$ cat src/rtl/imm_gen_fifo.sv
// imm_gen_fifo: registered RV32I immediate generator feeding a DEPTH-entry valid/ready FIFO.
// Ports: clk, rst (synchronous, active-high);
//        producer side in_valid/in_ready, in_instr, in_immsrc (0 I,1 S,2 B,3 U,4 J,5 I-shamt), in_tag;
//        consumer side out_valid/out_ready, out_imm, out_tag (both zero while empty or in reset).
// Optional: define IMM_GEN_ERR_EN to add out_err, flagging reserved formats and RV32-illegal shift amounts.
module imm_gen_fifo #(
   parameter int XLEN  = 32,
   parameter int DEPTH = 2,
   parameter int TAG_W = 5
) (
   input  logic             clk,
   input  logic             rst,
   input  logic             in_valid,
   output logic             in_ready,
   input  logic [31:0]      in_instr,
   input  logic [2:0]       in_immsrc,
   input  logic [TAG_W-1:0] in_tag,
   output logic             out_valid,
   input  logic             out_ready,
   output logic [XLEN-1:0]  out_imm,
`ifdef IMM_GEN_ERR_EN
   output logic             out_err,
`endif
   output logic [TAG_W-1:0] out_tag
);
   localparam int PW = DEPTH > 1 ? $clog2(DEPTH) : 1;
   localparam int CW = $clog2(DEPTH + 1);
   localparam logic [PW-1:0] LAST = PW'(DEPTH - 1);
   localparam logic [CW-1:0] FULL = CW'(DEPTH);
   logic [PW-1:0] wr_ptr_q, wr_ptr_d, rd_ptr_q, rd_ptr_d;
   logic [CW-1:0] count_q, count_d;
   logic [XLEN-1:0] imm_mem_q [DEPTH];
   logic [TAG_W-1:0] tag_mem_q [DEPTH];
   logic [31:0] fmt;
   logic [XLEN-1:0] imm;
   logic sext, push, pop;
   logic unused_opcode;
   assign unused_opcode = ^in_instr[6:0];
   always_comb begin
      fmt = in_immsrc == 3'd0 ? {{20{in_instr[31]}}, in_instr[31:20]}
          : in_immsrc == 3'd1 ? {{20{in_instr[31]}}, in_instr[31:25], in_instr[11:7]}
          : in_immsrc == 3'd2 ? {{19{in_instr[31]}}, in_instr[31], in_instr[7], in_instr[30:25], in_instr[11:8], 1'b0}
          : in_immsrc == 3'd3 ? {in_instr[31:12], 12'b0}
          : in_immsrc == 3'd4 ? {{11{in_instr[31]}}, in_instr[31], in_instr[19:12], in_instr[20], in_instr[30:21], 1'b0}
          : in_immsrc == 3'd5 ? {27'b0, in_instr[24:20]}
          : 32'b0;
      // shamt and reserved codes are zero-extended; every real format extends from bit 31
      sext = in_immsrc < 3'd5;
      imm = sext ? XLEN'($signed(fmt)) : XLEN'(fmt);
   end
   // reset gates the handshake so nothing is accepted or presented in the reset cycle itself
   assign in_ready  = !rst && count_q != FULL;
   assign out_valid = !rst && count_q != '0;
   assign push = in_valid && in_ready;
   assign pop  = out_valid && out_ready;
   always_comb begin
      wr_ptr_d = push ? (wr_ptr_q == LAST ? '0 : wr_ptr_q + 1'b1) : wr_ptr_q;
      rd_ptr_d = pop ? (rd_ptr_q == LAST ? '0 : rd_ptr_q + 1'b1) : rd_ptr_q;
      count_d  = count_q + CW'(push) - CW'(pop);
   end
   always_ff @(posedge clk) begin
      if (rst) begin
         wr_ptr_q <= '0;
         rd_ptr_q <= '0;
         count_q  <= '0;
      end else begin
         wr_ptr_q <= wr_ptr_d;
         rd_ptr_q <= rd_ptr_d;
         count_q  <= count_d;
      end
   end
   always_ff @(posedge clk) begin
      if (push) begin
         imm_mem_q[wr_ptr_q] <= imm;
         tag_mem_q[wr_ptr_q] <= in_tag;
      end
   end
   assign out_imm = out_valid ? imm_mem_q[rd_ptr_q] : '0;
   assign out_tag = out_valid ? tag_mem_q[rd_ptr_q] : '0;
`ifdef IMM_GEN_ERR_EN
   logic err_mem_q [DEPTH];
   logic err;
   assign err = in_immsrc[2:1] == 2'b11 || (in_immsrc == 3'd5 && in_instr[25] && XLEN == 32);
   always_ff @(posedge clk) begin
      if (push) err_mem_q[wr_ptr_q] <= err;
   end
   assign out_err = out_valid && err_mem_q[rd_ptr_q];
`endif
endmodule
$ cat config.mk
export PLATFORM = sky130hd
export DESIGN_NAME = imm_gen_fifo
export DESIGN_NICKNAME = d
export VERILOG_FILES = /design/src/rtl/imm_gen_fifo.sv
export SDC_FILE = /design/constraint.sdc
export NUM_CORES = 1
export LEC_CHECK = 0
export ABC_AREA = 0
export BUFFER_PORTS_ARGS = -buffer_cell sky130_fd_sc_hd__buf_2
export CAP_MARGIN = 20
export CORE_MARGIN = 4
export CORE_UTILIZATION = 53
export CTS_CLUSTER_DIAMETER = 100
export DETAILED_ROUTE_END_ITERATION = 12
export PLACE_DENSITY = 0.8
export SLEW_MARGIN = 30
export SYNTH_ARGS = -nofsm -noshare
export SYNTH_HDL_FRONTEND = slang
export SYNTH_SLANG_ARGS = --single-unit
$ cat constraint.sdc
create_clock -name clk -period 4.6 [get_ports clk]
set_input_delay 0.92 -clock clk [delete_from_list [all_inputs] [get_ports clk]]
set_output_delay 0.92 -clock clk [all_outputs]
set_load 0.1 [all_outputs]
==> impl_metrics.yaml <==
outcome:
  status: "complete, no violations"
synth:
  async_flop_share_pct: 0
  synth_xor_area_share_pct: 0.748
  yosysUniqueCellTypes: 31
  syn_area_mm2: 0.00351
  synthSimpleGateAreaFrac_pct: 9.48
  synth-seq-cells: 79
  synth_compound_area_share_pct: 8.23
  ys_seq_area_share_pct: 66.1
  syn_avg_cell_area_um2: 13.4
  yosysWarnings: 0
  synthCells: 262
  synth_fa_ha_area_share_pct: 1.03
  synth_edf_count: 74
  synth_mux_area_share_pct: 10.9
  synth-main-ff-cell: "edfxtp_1"
  synth.net_count: 308
  synth_top_family_by_area: "multiplexers"
global_routing:
  grt_pass1_wl_um: 10300
  grt_max_degree: 38
  antenna_found_initial: 0
  grt_overflow: 0
  grt_pass1_vias: 2148
  grtUsageTotal_pct: 17.5
clocking:
  clk_pin_slew_ns: 0.07
  cts_hold_buf: 0
  cts-root-buf: "clkbuf_8"
  clock_tree.buffer_depth: 2
  cts_tree: "built"
  clock-sinks: 79
  numCtsBuffers: 9
  post_cts.repair.setup_buffers: 0
  post_cts_resized: 0
  htreeDepth: 3
  clk_latency_ns: 0.34
power_and_ir_drop:
  p_sw_share_pct: 33.3
  leakagePower_nw: 1.67
  p_int_mw: 1.31
  p_clk_share_pct: 30.3
  power_frac_seq_pct: 44.9
  p_total_mw: 1.96
  ir_drop_mv: 0.266
  combPwrFrac_pct: 24.8
  power_density_mw_per_mm2: 475
  p_sw_mw: 0.653
setup_path:
  critical_path.slowest_cell: "buf_2"
  critPathMaxStageDelay_ns: 0.45
  arrival_ns: 2.35
  crit_path_start_kind: "primary input"
  required_ns: 3.68
  crit_type: "primary input to primary output"
  path_buf_inv: 3
  cp-end-kind: "primary output"
  rrSetupSlack_ns: 2.62
  crit_chain: "buf_2, or2_1, buf_4, nor2_1, buf_2"
  critPathMaxFanout: 29
  worst_path_most_repeated_cell: "buf_2"
  crit_family: "buffers and inverters"
floorplanning:
  dieArea_mm2: 0.00799
  initial_core_util_pct: 55.0
  rows: 29
  die_x_um: 89.4
  die_h_um: 89.4
  coreArea_mm2: 0.00639
  ios: 83
place:
  hpwlAfterDp_um: 4370
  place_ws_ns: 1.32
  placed_cell_area_mm2: 0.00390
  gp_congestion: 0.706
  io_buffers: 75
routing:
  vias: 2260
  dr_wl_met3_um: 361
  wl_met1_um: 2790
  drc_errors: 0
  vias_per_cell: 5.47
  wl_per_cell_um: 16.2
  dr.max_layer_used: "met4"
  drt_iter0_markers: 126
  ant_nets: 0
  dr.pass1.iters: 4
  routed_wirelength_um: 6710
  wl_met2_um: 3440
timing:
  slew_headroom_pct: 39.0
  finClkSkew_ns: 0.00890
  slew_viol_final: 0
  fin_crit_ns: 3.27
  rsz0062_at_grt: "false"
  worst_slew_pin_slew_ns: 0.915
  fmax_mhz: 305
  finalSetupTns_ns: 0
  setup_ws_ns: 1.33
  finalSetupViolCount: 0
  final_hold_viol_count: 0
  fin_crit_sh_pct: 71.2
cells_and_area:
  nFillCells: 494
  final_cell_mix: "75 x buf_2, 74 x edfxtp_1, 43 x nor2_1"
  nNetsFinal: 378
  syn2layout_area_growth_pct: 17.8
  n_antenna_cell: 0
  final_area_mm2: 0.00414
  utilization_pct: 64.8
  drive_above_1_share_pct: 28.9
  mostFrequentLayoutCell: "buf_2"
flow_run:
  cap_violations: 0
worst_hold_path:
  hp-class: "flip-flop to flip-flop"
routing by layer:
layer / track usage [%] / vias to the layer above
met5: 0 / -
met4: 7.98 / 0
met3: 3.50 / 8
met2: 29.0 / 74
met1: 22.1 / 1085
li1: - / 1093
power by group through the flow:
stage | Sequential (mW) | Combinational [mW] | Clock [mW]
2_1_floorplan | 0.867 | 0.435 | 0
3_3_place_gp | 0.896 | 0.486 | 0
3_5_place_dp | 0.899 | 0.491 | 0
4_1_cts | 0.882 | 0.491 | 0.605
5_1_grt | 0.887 | 0.516 | 0.633
6_report | 0.881 | 0.487 | 0.595
flip-flops by register name, indices dropped and copies added (netlist names), named ones only:
signal / cells
tag_mem_q: 10
count_q: 2
imm_mem_q: 64
rd_ptr_q: 1
wr_ptr_q: 1
Yosys cell counts (all sizes together), types with 2 or more instances:
library cell  count  share of area, %
dfxtp             5               2.9
o22ai             8               1.4
nand3             2              0.29
clkbuf            5              0.53
ha                2              0.71
and2              4              0.71
xor2              2              0.50
and2b             6               1.3
a21o             11               2.4
o21ai             3              0.43
nor2b             6               1.3
a21oi            18               2.6
edfxtp           74                63
and3              2              0.36
nor3              2              0.29
mux2i            37                11
inv               5              0.53
a22o              4               1.0
buf              13               2.5
nand2             3              0.32
nor2             43               4.6
kinds of logic (layout without fill, tap and decap cells):
group | Yosys count | in the layout
compound gates | 46 | 46
xor+xnor | 3 | 3
fa+ha+maj | 3 | 3
buf+inv | 23 | 97
flops | 79 | 79
mux | 38 | 38
simple gates | 70 | 70
area by class of cell:
| cell class | instances | area [µm²] | share of cell area (%) |
|---|---|---|---|
| sequential | 79 | 2330 | 56.2 |
| clock inverter | 6 | 110 | 2.66 |
| tap | 77 | 96.3 | 2.33 |
| multi-input combinational | 160 | 1070 | 25.9 |
| timing repair buffer | 77 | 390 | 9.43 |
| clock buffer | 9 | 124 | 2.99 |
| inverter | 5 | 18.8 | 0.454 |
tightest hold or removal path, stage by stage (launching register included):
cell     delay (ns)
dfxtp_1        0.33
xor2_1         0.08
nor2_1         0.07
worst paths after layout:
check	startpoint	endpoint	depth (start not counted)
min reg2reg	rd_ptr_q	rd_ptr_q	2
min	rd_ptr_q	rd_ptr_q	2
max reg2reg	count_q[0]	imm_mem_q[1][0]	3
max	rst	out_imm[0]	5
stage by stage:
stage | hold WS [ns] | std cells
detailed placement | 0.504 | 398
global route | 0.547 | 413
global placement | 0.486 | 398
CTS | 0.524 | 413
finish | 0.517 | 413
floorplan | 0.472 | 262
(Power assumes the default switching activity.)
